`config.mk`:
```
export PLATFORM = sky130hd
export DESIGN_NAME = alu_sweep_sequencer
export DESIGN_NICKNAME = d
export VERILOG_FILES = /design/src/rtl/alu_sweep_sequencer.sv
export SDC_FILE = /design/constraint.sdc
export NUM_CORES = 1
export LEC_CHECK = 0
export ABC_AREA = 1
export CORE_ASPECT_RATIO = 0.7
export CORE_UTILIZATION = 51
export DETAILED_ROUTE_END_ITERATION = 10
export PLACE_DENSITY = 0.81
export SETUP_SLACK_MARGIN = 0.15
export SLEW_MARGIN = 15
export SYNTH_ARGS = -nofsm -noshare
export SYNTH_HDL_FRONTEND = slang
export SYNTH_SLANG_ARGS = --single-unit
```
`constraint.sdc`:
```
create_clock -name clk -period 2.2 [get_ports clk]
set_input_delay 0.66 -clock clk [delete_from_list [all_inputs] [get_ports clk]]
set_output_delay 0.66 -clock clk [all_outputs]
set_load 0.005 [all_outputs]
```
`src/rtl/alu_sweep_sequencer.sv`:
```
// alu_sweep_sequencer
// Drives a registered ALU wrapper through opcodes 0..NUM_OPS-1 using one latched
// operand pair, waits the wrapper latency for each opcode, and stores result plus
// flags into a small result buffer that can be read combinationally by index.
module alu_sweep_sequencer #(
  parameter int N       = 5,
  parameter int NUM_OPS = 10,
  parameter int LATENCY = 2
) (
  input  logic         clk,
  input  logic         rst,
  input  logic         start,
  input  logic [N-1:0] a_in,
  input  logic [N-1:0] b_in,
  output logic         busy,
  output logic         done,
  output logic [N-1:0] alu_a,
  output logic [N-1:0] alu_b,
  output logic [3:0]   alu_sel,
  input  logic [N-1:0] alu_out,
  input  logic         alu_z,
  input  logic         alu_o,
  input  logic         alu_ca,
  input  logic         alu_neg,
  input  logic [3:0]   rd_idx,
  output logic [N+3:0] rd_data
);

  localparam int WCW = (LATENCY > 1) ? $clog2(LATENCY) : 1;
  localparam logic [WCW-1:0] WCNT_LAST = WCW'(LATENCY - 1);
  localparam logic [3:0]     SEL_LAST  = 4'(NUM_OPS - 1);

  typedef enum logic [1:0] {
    IDLE    = 2'd0,
    WAIT    = 2'd1,
    CAPTURE = 2'd2,
    DONE    = 2'd3
  } state_t;

  state_t         state_reg, state_next;
  logic [N-1:0]   a_reg, b_reg;
  logic [3:0]     sel_reg;
  logic [WCW-1:0] wcnt_reg;
  logic [N+3:0]   capture_word;

  // Every buffer slot is exposed here; slots beyond NUM_OPS are tied to zero so
  // any 4-bit read index lands on a defined value.
  logic [N+3:0]   buf_mem [16];

  assign capture_word = {alu_neg, alu_ca, alu_o, alu_z, alu_out};

  // State register
  always_ff @(posedge clk) begin
    if (rst) state_reg <= IDLE;
    else     state_reg <= state_next;
  end

  // Next-state logic; start is only honoured in IDLE, so DONE also ignores it
  always_comb begin
    state_next = state_reg;
    case (state_reg)
      IDLE:    if (start) state_next = WAIT;
      WAIT:    if (wcnt_reg == WCNT_LAST) state_next = CAPTURE;
      CAPTURE: state_next = (sel_reg == SEL_LAST) ? DONE : WAIT;
      DONE:    state_next = IDLE;
      default: state_next = IDLE;
    endcase
  end

  // Output decode from the current state
  always_comb begin
    busy = 1'b0;
    done = 1'b0;
    case (state_reg)
      IDLE:    busy = 1'b0;
      WAIT:    busy = 1'b1;
      CAPTURE: busy = 1'b1;
      DONE:    begin busy = 1'b1; done = 1'b1; end
      default: busy = 1'b0;
    endcase
  end

  // Operand latch, opcode stepping and wait counter; opcode only moves when
  // leaving CAPTURE so the wrapper inputs stay stable across each wait window
  always_ff @(posedge clk) begin
    if (rst) begin
      a_reg    <= '0;
      b_reg    <= '0;
      sel_reg  <= '0;
      wcnt_reg <= '0;
    end else begin
      case (state_reg)
        IDLE: begin
          if (start) begin
            a_reg    <= a_in;
            b_reg    <= b_in;
            sel_reg  <= '0;
            wcnt_reg <= '0;
          end
        end
        WAIT: wcnt_reg <= wcnt_reg + WCW'(1);
        CAPTURE: begin
          if (sel_reg != SEL_LAST) begin
            sel_reg  <= sel_reg + 4'd1;
            wcnt_reg <= '0;
          end
        end
        default: ;
      endcase
    end
  end

  // Result buffer: one register per swept opcode, cleared by reset and written
  // only in the CAPTURE cycle for its own opcode
  for (genvar gi = 0; gi < 16; gi++) begin : g_buf
    if (gi < NUM_OPS) begin : g_live
      logic [N+3:0] entry_reg;
      // Capture this opcode's result and flags
      always_ff @(posedge clk) begin
        if (rst)
          entry_reg <= '0;
        else if (state_reg == CAPTURE && sel_reg == 4'(gi))
          entry_reg <= capture_word;
      end
      assign buf_mem[gi] = entry_reg;
    end else begin : g_zero
      assign buf_mem[gi] = '0;
    end
  end

  assign rd_data = buf_mem[rd_idx];
  assign alu_a   = a_reg;
  assign alu_b   = b_reg;
  assign alu_sel = sel_reg;

endmodule

```
==> out/summary.log, run 1 <==
INFO  status         outcome=finished, violations left
INFO  status         violations=negative setup slack
INFO  yosys          count_of_synthesis_stage_warnings_from_yosys=0
INFO  yosys          synth.cells.most_frequent=sky130_fd_sc_hd__nand2_1 (135), sky130_fd_sc_hd__dfxtp_1 (107), sky130_fd_sc_hd__nor2_1 (102)
INFO  sta            rsz0062_at_grt=yes
INFO  setup_path     timing.critical_path.fanout_max=7
INFO  clock_tree     clkSlewWorstSetupHoldPaths=0.06ns
INFO  sta            timing.final.crit_share=1.032
INFO  global_routing global_route_wire_length_before_repair=23740um
INFO  route          vias=5016
INFO  sta            final.min_clock_period=2.271ns
INFO  sta            relSlewSlack=0.6616
INFO  yosys          post_synth_inst_count=723
INFO  yosys          synth.most_common_cell=sky130_fd_sc_hd__nand2_1
INFO  floorplanning  die_y=84.49um
INFO  clock_tree     tritoncts_clock_tree=built
INFO  floorplanning  placement_rows=29
INFO  placed_design  port_buffers=50
INFO  floorplanning  initial_core_util=0.5358
INFO  global_routing gr-usage-all-layers=0.3035
INFO  clock_tree     cts_buffers=9
INFO  sta            finalClockSkew=0.007591ns
INFO  setup_path     crit-reg2reg-capture=g_buf[6].g_live.entry_reg[0]
INFO  floorplanning  die_width=119.8um
INFO  route          final_antenna_net_count=0
INFO  clock_tree     clock_tree.buffer_depth=2
INFO  yosys          synth.cell_area=4957um2
INFO  route          route.detailed.wl_per_inst=16.48um
INFO  route          drt_first_pass_iters=5
INFO  power_and_ir_drop power_leakage=2.633nW
INFO  power_and_ir_drop worst_supply_voltage_drop_on_vdd=0.3935mV
INFO  yosys          synth_largest_type_area_fraction=0.4321
INFO  setup_path     worst_path_largest_cell_delay=0.15ns
INFO  placed_design  routabilityCongestion=0.8826
INFO  power_and_ir_drop power_switching=1.142mW
INFO  sta            setup_total_negative_slack=-0.3428ns
INFO  setup_path     crit_path_cell_trace=buf_8, buf_12, nor3_4, buf_4, buf_6, buf_6, nand2_1, nand2_1, buf_2
INFO  sta            minimum_setup_slack_in_the_final_design=-0.07131ns
INFO  final_layout   post_route_cells_drive_above_1_share=0.1548
INFO  global_routing gr-total-overflow=0
INFO  power_and_ir_drop seqPwrFrac=0.460
INFO  placed_design  place_area=5600um2
INFO  yosys          synthesis.nets=753
INFO  power_and_ir_drop power_switching_share=0.2572
INFO  power_and_ir_drop cell_internal_pwr=3.297mW
INFO  setup_path     r2r_slack=0.40ns
INFO  yosys          postSynthAreaPerCell=6.857um2
INFO  setup_path     setup.worst_path.start_class=input pin
INFO  yosys          synth.area.top_cells=sky130_fd_sc_hd__dfxtp_1 (43%), sky130_fd_sc_hd__nand2_1 (10%), sky130_fd_sc_hd__nor2_1 (7.7%)
INFO  yosys          netlist.top_cell.by_area=sky130_fd_sc_hd__dfxtp_1
INFO  yosys          yosysSeqAreaShare=0.4321
INFO  power_and_ir_drop cellPowerDensity=707.6nW/um2
INFO  power_and_ir_drop share_comb_of_total_power=0.157
INFO  setup_path     rr_worst_depth=5
INFO  final_layout   instances_no_fill=899
INFO  setup_path     critical_path_class=in -> out
INFO  placed_design  place_inst=872
INFO  final_layout   nets=800
INFO  clock_tree     clock_tree.root_cell=sky130_fd_sc_hd__clkbuf_16
INFO  final_layout   area_delta_synth_final=26.55%
INFO  yosys          number_of_enable_type_register_cells_in_the_synthesized_netlist=0
INFO  final_layout   nFillCells=740
INFO  global_routing first_global_vias=4777
INFO  yosys          postSynth.topFlopCell=sky130_fd_sc_hd__dfxtp_1
INFO  route          first_iter_violations=462
INFO  setup_path     cp_data_required_time=1.54ns
INFO  yosys          async_flop_share=0
INFO  setup_path     rr_startpoint=state_reg[0]
INFO  sta            finalMaxSlewViolations=0
INFO  power_and_ir_drop clkPwrFrac=0.384
INFO  route          vias_per_cell=5.580
INFO  route          detail_route.drc_violations=0
INFO  floorplanning  die-area=10120um2
INFO  clock_tree     worstSkewPairLatency=0.35ns
INFO  final_layout   num_antenna_cells=0
INFO  sta            setup_viol=7
INFO  setup_path     cp.arrival=1.61ns
INFO  worst_hold_path holdCritPathClass=reg -> reg
INFO  yosys          synth_cell_types=24
INFO  final_layout   stdcell_area=6274um2
INFO  global_routing antenna_found_initial=0
INFO  sta            fmax=0.4403GHz
INFO  yosys          postSynthRegisterBits=107
INFO  worst_hold_path whs_path_depth=2
INFO  clock_tree     clock_sink_count=107
INFO  setup_path     cp-end-kind=output pin
INFO  floorplanning  core=9253um2
INFO  job            drv_cap=0
INFO  setup_path     crit_path_top_delay_cell=sky130_fd_sc_hd__nor3_4
INFO  power_and_ir_drop p_total=4.439mW
INFO  global_routing grt_max_degree=76
INFO  route          routed_wirelength=14810um
INFO  worst_hold_path whs_endpoint=g_buf[2].g_live.entry_reg[4]
INFO  placed_design  dp.final_hpwl=9415um
INFO  floorplanning  ios=51
INFO  worst_hold_path timing.hold.worst.start=g_buf[2].g_live.entry_reg[4]
INFO  sta            worst-slew-pin-transition=0.5061ns
INFO  final_layout   largest_register_ffs=90
INFO  sta            final_hold_viol_count=0
INFO  clock_tree     clock_tree.htree_level_count=3
worst max-delay path, delay by kind of cell:
family / cells / cell delay, ns
buffers and inverters: 6 / 0.69
and+or+nand+nor: 3 / 0.26
per-layer routing:
| layer | up-vias | share of wire | GRT usage |
|---|---|---|---|
| li1 | 2413 | - | - |
| met1 | 2312 | 0.42 | 0.3843 |
| met2 | 246 | 0.46 | 0.4903 |
| met3 | 45 | 0.093 | 0.07405 |
| met4 | 0 | 0.028 | 0.1386 |
| met5 | - | 0 | 0 |
power groups by stage:
stage,clock [mW],sequential [mW],combinational (mW)
6_report,1.70,2.04,0.696
5_1_grt,1.81,2.04,0.756
4_1_cts,1.73,2.03,0.674
3_5_place_dp,0,2.08,0.604
3_3_place_gp,0,2.08,0.583
2_1_floorplan,0,2.07,0.351
metrics by stage:
step                      hold WS (ns)    util  worst slack [ns]
after global routing            0.4741  0.6780           -0.1111
after global placement          0.4377  0.6053           -0.7975
after CTS                       0.4551  0.6738          -0.02346
final                           0.4531  0.6780          -0.07131
after floorplan                 0.4287       -            0.1680
after detailed placement        0.4446  0.6053           -0.8367
worst max path at each step:
stage | start | end | slack (ns) | cells past startpoint
after floorplan | rd_idx[0] | rd_data[4] | 0.17 | 8
after global placement | rd_idx[1] | rd_data[3] | -0.80 | 8
after detailed placement | rd_idx[1] | rd_data[4] | -0.84 | 9
after CTS | rd_idx[1] | rd_data[2] | -0.02 | 9
after global routing | rd_idx[1] | rd_data[1] | -0.11 | 9
final | rd_idx[1] | rd_data[3] | -0.07 | 9
repair_timing:
| item | in CTS | in global routing |
|---|---|---|
| gates resized for setup | 107 | 12 |
| setup buffers | 7 | 0 |
| hold buffers | 0 | 0 |
| pin swaps | 20 | 7 |
| cloned | 4 | 0 |
| hold endpoints to repair | 0 | 0 |
| endpoints found under the setup margin | 13 | 13 |
layout make-up:
class	instances	area, um2	area share
clock buffers	13	280.3	0.04467
clock inverters	3	43.79	0.006980
inverters	84	337.8	0.05385
multi-input cells	488	2450	0.3905
flip-flops and latches	107	2155	0.3434
well taps	124	155.1	0.02473
repair buffers	79	843.3	0.1344
repair inverters	1	8.758	0.001396
cell usage in the layout, fill, tap and decap left out, types with 6 or more instances in the layout:
master / n
sky130_fd_sc_hd__a21oi_1: 67
sky130_fd_sc_hd__buf_2: 10
sky130_fd_sc_hd__buf_4: 14
sky130_fd_sc_hd__buf_6: 8
sky130_fd_sc_hd__clkbuf_16: 9
sky130_fd_sc_hd__clkdlybuf4s50_1: 36
sky130_fd_sc_hd__dfxtp_1: 101
sky130_fd_sc_hd__inv_1: 71
sky130_fd_sc_hd__inv_2: 6
sky130_fd_sc_hd__nand2_1: 130
sky130_fd_sc_hd__nand3_1: 41
sky130_fd_sc_hd__nand3_2: 26
sky130_fd_sc_hd__nor2_1: 97
sky130_fd_sc_hd__o21ai_0: 75
sky130_fd_sc_hd__o21ai_1: 26
kinds of logic after synthesis:
group / share of synthesized area
AOI/OAI and AO/OA: 0.1696
DFF: 0.4321
and+or+nand+nor: 0.2829
adders and majority gates: 0.01010
buffers and inverters: 0.1053
(Power assumes the default switching activity.)
==> run 2, diff against run 1 <==
--- a/config.mk
+++ b/config.mk
@@ -7,9 +7,9 @@
 export LEC_CHECK = 0
 export ABC_AREA = 1
 export CORE_ASPECT_RATIO = 0.7
-export CORE_UTILIZATION = 51
+export CORE_UTILIZATION = 61
 export DETAILED_ROUTE_END_ITERATION = 10
-export PLACE_DENSITY = 0.81
+export PLACE_DENSITY = 0.9
 export SETUP_SLACK_MARGIN = 0.15
 export SLEW_MARGIN = 15
 export SYNTH_ARGS = -nofsm -noshare
==> constraint.sdc (replaced) <==
create_clock -name clk -period 2.8 [get_ports clk]
set_input_delay 0.84 -clock clk [delete_from_list [all_inputs] [get_ports clk]]
set_output_delay 0.84 -clock clk [all_outputs]
set_load 0.005 [all_outputs]
==> out/summary.log, run 2 (synthesis results as in run 1) <==
INFO  status         outcome=finished clean
INFO  setup_path     setup.worst_path.start_class=input pin
INFO  final_layout   stdcell_area=6237um2
INFO  clock_tree     tritoncts_clock_tree=built
INFO  power_and_ir_drop seqPwrFrac=0.456
INFO  sta            final.min_clock_period=2.728ns
INFO  final_layout   area_delta_synth_final=25.82%
INFO  sta            minimum_setup_slack_in_the_final_design=0.07227ns
INFO  route          route.detailed.wl_per_inst=17.76um
INFO  power_and_ir_drop share_comb_of_total_power=0.158
INFO  global_routing gr-total-overflow=0
INFO  global_routing first_global_vias=4871
INFO  final_layout   num_antenna_cells=0
INFO  sta            fmax=0.3666GHz
INFO  floorplanning  ios=51
INFO  power_and_ir_drop cellPowerDensity=563.6nW/um2
INFO  clock_tree     clkSlewWorstSetupHoldPaths=0.07ns
INFO  clock_tree     clock_tree.root_cell=sky130_fd_sc_hd__clkbuf_16
INFO  route          routed_wirelength=15570um
INFO  sta            timing.final.crit_share=0.9742
INFO  sta            finalClockSkew=0.008673ns
INFO  final_layout   layout.cells.most_common=sky130_fd_sc_hd__nand2_1
INFO  power_and_ir_drop clkPwrFrac=0.387
INFO  final_layout   mostFrequentLayoutCells=sky130_fd_sc_hd__nand2_1 (129), sky130_fd_sc_hd__dfxtp_1 (107), sky130_fd_sc_hd__nor2_1 (94), sky130_fd_sc_hd__o21ai_0 (75), sky130_fd_sc_hd__inv_1 (71)
INFO  sta            finalMaxSlewViolations=0
INFO  route          vias_per_cell=6.003
INFO  sta            setup_viol=0
INFO  sta            rsz0062_at_grt=yes
INFO  route          vias=5265
INFO  power_and_ir_drop worst_supply_voltage_drop_on_vdd=0.6437mV
INFO  clock_tree     clock_tree.htree_level_count=3
INFO  power_and_ir_drop power_switching_share=0.2640
INFO  setup_path     critical_path_class=in -> out
INFO  sta            worst-slew-pin-transition=0.6437ns
INFO  final_layout   nets=801
INFO  route          drt_first_pass_iters=7
INFO  power_and_ir_drop cell_internal_pwr=2.587mW
INFO  floorplanning  initial_core_util=0.6298
INFO  floorplanning  placement_rows=27
INFO  setup_path     cp-end-kind=output pin
INFO  clock_tree     worstSkewPairLatency=0.36ns
INFO  global_routing global_route_wire_length_before_repair=23860um
INFO  placed_design  pre_cts_setup_slack=-0.5889ns
INFO  clock_tree     cts_buffers=9
INFO  route          first_iter_violations=745
INFO  power_and_ir_drop p_total=3.515mW
INFO  power_and_ir_drop power_switching=0.9280mW
INFO  placed_design  dp.final_hpwl=9087um
INFO  route          final_antenna_net_count=0
INFO  sta            final_hold_viol_count=0
INFO  global_routing gr-usage-all-layers=0.3713
INFO  final_layout   largest_register_ffs=90
INFO  final_layout   post_route_cells_drive_above_1_share=0.1495
INFO  setup_path     crit_path_top_delay_cell=sky130_fd_sc_hd__buf_12
INFO  job            drv_cap=0
INFO  final_layout   instances_no_fill=877
INFO  placed_design  place_area=5560um2
INFO  setup_path     timing.critical_path.fanout_max=32
INFO  floorplanning  die-area=8497um2
INFO  clock_tree     clock_sink_count=107
INFO  placed_design  routabilityCongestion=0.8774
INFO  sta            relSlewSlack=0.5696
INFO  worst_hold_path holdCritPathClass=reg -> reg
INFO  placed_design  place_inst=850
INFO  clock_tree     ctsHoldBuffers=0
INFO  global_routing antenna_found_initial=0
INFO  sta            hold_ws=0.4583ns
INFO  placed_design  port_buffers=50
INFO  route          detail_route.drc_violations=0
INFO  setup_path     cp.arrival=1.89ns
INFO  clock_tree     clock_tree.buffer_depth=2
INFO  setup_path     worst_path_largest_cell_delay=0.19ns
INFO  setup_path     crit_path_cell_trace=buf_12, buf_12, nor2_1, nor2_2, nand2_1, nand3_2, nand3_2, nand2_1, clkdlybuf4s15_2
INFO  power_and_ir_drop power_leakage=2.611nW
INFO  floorplanning  die_y=77.43um
INFO  floorplanning  die_width=109.7um
INFO  global_routing grt_max_degree=55
INFO  setup_path     cp_data_required_time=1.96ns
INFO  floorplanning  core=7871um2
-- run 2: changes by cell type in the layout (fill, tap and decap cells not counted), sizes merged --
| cell | delta |
|---|---|
| buf | -1 |
| clkinv | -1 |
| dlymetal6s2s | -1 |
| clkdlybuf4s50 | +1 |
| clkdlybuf4s15 | +3 |
-- run 2: power groups by stage --
stage / logic, mW / clock network, mW / registers [mW]
3_5_place_dp: 0.469 / 0 / 1.63
3_3_place_gp: 0.452 / 0 / 1.63
2_1_floorplan: 0.273 / 0 / 1.63
5_1_grt: 0.590 / 1.42 / 1.61
4_1_cts: 0.513 / 1.35 / 1.60
6_report: 0.554 / 1.36 / 1.60
-- run 2: per-stage QoR --
stage / util / setup TNS (ns)
after global routing: 0.7924 / 0
after global placement: 0.7064 / -4.523
after detailed placement: 0.7064 / -4.910
final: 0.7924 / 0
after CTS: 0.7795 / 0
after floorplan: - / 0
-- run 2: final cells by class --
class / instances / area [um2]
clock buffers: 13 / 280.3
clock inverters: 3 / 43.79
fillers: 493 / 1634
inverters: 84 / 332.8
multi-input cells: 488 / 2450
flip-flops and latches: 107 / 2142
well taps: 101 / 126.4
repair buffers: 81 / 862.1
-- run 2: worst max-delay path: cells and delay by family --
family | cells | cell delay, ns
and+or+nand+nor | 6 | 0.55
buffers and inverters | 3 | 0.48
-- run 2: routing by layer --
layer  routed length, um  global-route usage  vias up  part of all wire
met5                   0                   0        -                 0
met4                 716              0.1333        0             0.046
met3                1735             0.08739       74              0.11
met2                7139              0.5843      367              0.46
met1                5981              0.4952     2414              0.38
li1                    -                   -     2410                 -
-- run 2: final timing paths --
check	start	depth (start not counted)	slack (ns)	to
max	rd_idx[0]	9	0.07	rd_data[5]
min	g_buf[4].g_live.entry_reg[5]	2	0.46	g_buf[4].g_live.entry_reg[5]
max reg2reg	state_reg[1]	5	0.99	g_buf[6].g_live.entry_reg[6]
min reg2reg	g_buf[4].g_live.entry_reg[5]	2	0.46	g_buf[4].g_live.entry_reg[5]
-- run 2: what timing repair did --
item                       in CTS  in global routing
resized for setup              75                 28
cloned                          3                  0
setup buffers                   8                  0
pin swaps                       5                  7
setup endpoints to repair       9                  8
==> run 3, diff against run 2 <==
--- a/config.mk
+++ b/config.mk
@@ -7,6 +7,7 @@
 export LEC_CHECK = 0
 export ABC_AREA = 1
 export CORE_ASPECT_RATIO = 0.7
+export CORE_MARGIN = 4
 export CORE_UTILIZATION = 61
 export DETAILED_ROUTE_END_ITERATION = 10
 export PLACE_DENSITY = 0.9
==> out/summary.log, run 3 (synthesis results as in run 1) <==
INFO  clock_tree     clock_tree.buffer_depth=2
INFO  placed_design  place_inst=846
INFO  final_layout   post_route_cells_drive_above_1_share=0.1128
INFO  final_layout   instances_no_fill=872
INFO  final_layout   nets=796
INFO  final_layout   mostFrequentLayoutCells=sky130_fd_sc_hd__nand2_1 (130), sky130_fd_sc_hd__dfxtp_1 (107), sky130_fd_sc_hd__nor2_1 (101), sky130_fd_sc_hd__o21ai_0 (75), sky130_fd_sc_hd__inv_1 (71)
INFO  sta            finalClockSkew=0.006735ns
INFO  global_routing gr-usage-all-layers=0.3072
INFO  power_and_ir_drop p_total=3.351mW
INFO  floorplanning  die-area=9656um2
INFO  sta            final.min_clock_period=2.690ns
INFO  sta            finalMaxSlewViolations=0
INFO  route          m1WireLength=5941um
INFO  clock_tree     tritoncts_clock_tree=built
INFO  clock_tree     clock_sink_count=107
INFO  setup_path     cp.arrival=1.85ns
INFO  placed_design  routabilityCongestion=0.9016
INFO  sta            relSlewSlack=0.5239
INFO  job            drv_cap=0
INFO  route          first_iter_violations=747
INFO  route          vias=5115
INFO  floorplanning  die_y=83.43um
INFO  setup_path     critical_path_class=in -> out
INFO  worst_hold_path holdCritPathClass=reg -> reg
INFO  placed_design  port_buffers=50
INFO  global_routing grt_max_degree=49
INFO  route          routed.top_layer=met4
INFO  clock_tree     clkSlewWorstSetupHoldPaths=0.07ns
INFO  global_routing first_global_vias=4728
INFO  sta            setup_viol=0
INFO  setup_path     cp_data_required_time=1.96ns
INFO  route          drt_first_pass_iters=5
INFO  sta            worst-slew-pin-transition=0.7115ns
INFO  floorplanning  placement_rows=27
INFO  global_routing antenna_found_initial=0
INFO  setup_path     crit_path_top_delay_cell=sky130_fd_sc_hd__dlygate4sd2_1
INFO  final_layout   layout.cells.most_common=sky130_fd_sc_hd__nand2_1
INFO  sta            rsz0062_at_grt=yes
INFO  setup_path     critPathBufInv=5
INFO  route          wl_met3=1711um
INFO  placed_design  place_area=5555um2
INFO  final_layout   largest_register_ffs=90
INFO  setup_path     timing.critical_path.fanout_max=8
INFO  clock_tree     worstSkewPairLatency=0.35ns
INFO  final_layout   stdcell_area=6078um2
INFO  route          vias_per_cell=5.866
INFO  route          route.detailed.wl_per_inst=17.09um
INFO  setup_path     cp-end-kind=output pin
INFO  setup_path     crit_family=buffers and inverters
INFO  global_routing gr-total-overflow=0
INFO  status         outcome=finished clean
INFO  placed_design  dp.final_hpwl=9414um
INFO  setup_path     crit_path_cell_trace=buf_12, clkinv_8, buf_12, buf_6, nand2_1, nand2_1, nand2_1, nand2_1, dlygate4sd2_1
INFO  floorplanning  initial_core_util=0.6298
INFO  clock_tree     clock_tree.htree_level_count=3
INFO  setup_path     crit_top_cell=sky130_fd_sc_hd__nand2_1
INFO  final_layout   area_delta_synth_final=22.61%
INFO  floorplanning  die_width=115.7um
INFO  clock_tree     cts_buffers=9
INFO  final_layout   final_core_utilization=0.7722
INFO  sta            timing.final.crit_share=0.9607
INFO  power_and_ir_drop power_leakage=2.542nW
INFO  power_and_ir_drop cellPowerDensity=551.3nW/um2
INFO  final_layout   num_antenna_cells=0
INFO  setup_path     worst_path_largest_cell_delay=0.26ns
INFO  sta            fmax=0.3717GHz
INFO  clock_tree     ctsHoldBuffers=0
INFO  clock_tree     clock_tree.root_cell=sky130_fd_sc_hd__clkbuf_16
INFO  floorplanning  core=7871um2
INFO  floorplanning  ios=51
INFO  sta            setup_total_negative_slack=0ns
INFO  route          detail_route.drc_violations=0
INFO  setup_path     setup.worst_path.start_class=input pin
INFO  route          routed_wirelength=14910um
INFO  global_routing global_route_wire_length_before_repair=23480um
INFO  route          met2RoutedLength=6864um
INFO  sta            final_hold_viol_count=0
INFO  route          final_antenna_net_count=0
INFO  power_and_ir_drop worst_supply_voltage_drop_on_vdd=0.5519mV
run 3: cell count changes in the layout (fill, tap and decap cells not counted), moves of 4 or more:
cell | before | now
sky130_fd_sc_hd__nor2_4 | 5 | 1
sky130_fd_sc_hd__nand3_1 | 43 | 57
sky130_fd_sc_hd__nand3_2 | 24 | 10
sky130_fd_sc_hd__clkbuf_8 | 4 | 0
sky130_fd_sc_hd__nor2_1 | 94 | 101
sky130_fd_sc_hd__buf_4 | 17 | 12
run 3: worst register-to-register path: cells and delay by family (launching register included):
family,cells,cell delay (ns)
flip-flops,1,0.46
adder cells (fa/ha/maj),1,0.40
AND/OR/NAND/NOR,6,1.14
run 3: cell type report:
type | count | area [um2]
Multi-Input combinational cell | 488 | 2340
Clock inverter | 7 | 61.31
Tap cell | 101 | 126.4
Clock buffer | 9 | 225.2
Sequential cell | 107 | 2142
Fill cell | 525 | 1793
Inverter | 84 | 329.1
Timing Repair Buffer | 76 | 854.6
run 3: power breakdown:
part,switching [mW],leakage [nW],internal (mW),total [mW]
combinational,0.302,1.54,0.226,0.529
clock,0.602,0.140,0.621,1.22
sequential,0.0369,0.865,1.56,1.60
run 3: final timing paths:
kind / from / to / slack, ns / cells past startpoint
worst max-delay path: rd_idx[0] / rd_data[5] / 0.11 / 9
worst min-delay path: g_buf[7].g_live.entry_reg[5] / g_buf[7].g_live.entry_reg[5] / 0.45 / 2
worst max register to register: alu_sel[0] / alu_sel[0] / 0.75 / 7
worst min register to register: g_buf[7].g_live.entry_reg[5] / g_buf[7].g_live.entry_reg[5] / 0.45 / 2
run 3: routing by layer:
metal / up-vias / GRT usage
met4: 0 / 0.1264
met5: - / 0
met2: 328 / 0.4632
met3: 42 / 0.08303
li1: 2404 / -
met1: 2341 / 0.4152
run 3: repair_timing:
item                                    in CTS  in global routing
gates cloned                                 4                  3
endpoints found under the setup margin       9                  9
pin swaps                                    1                  5
gates resized for setup                     53                 15
buffers inserted                             2                  1
run 3: metrics by stage:
| step | hold slack, ns | worst slack [ns] |
|---|---|---|
| after CTS | 0.4537 | 0.1077 |
| after global placement | 0.4368 | -0.5519 |
| after floorplan | 0.4287 | 0.2500 |
| after detailed placement | 0.4431 | -0.5750 |
| after global routing | 0.4739 | 0.08050 |
| final | 0.4505 | 0.1099 |
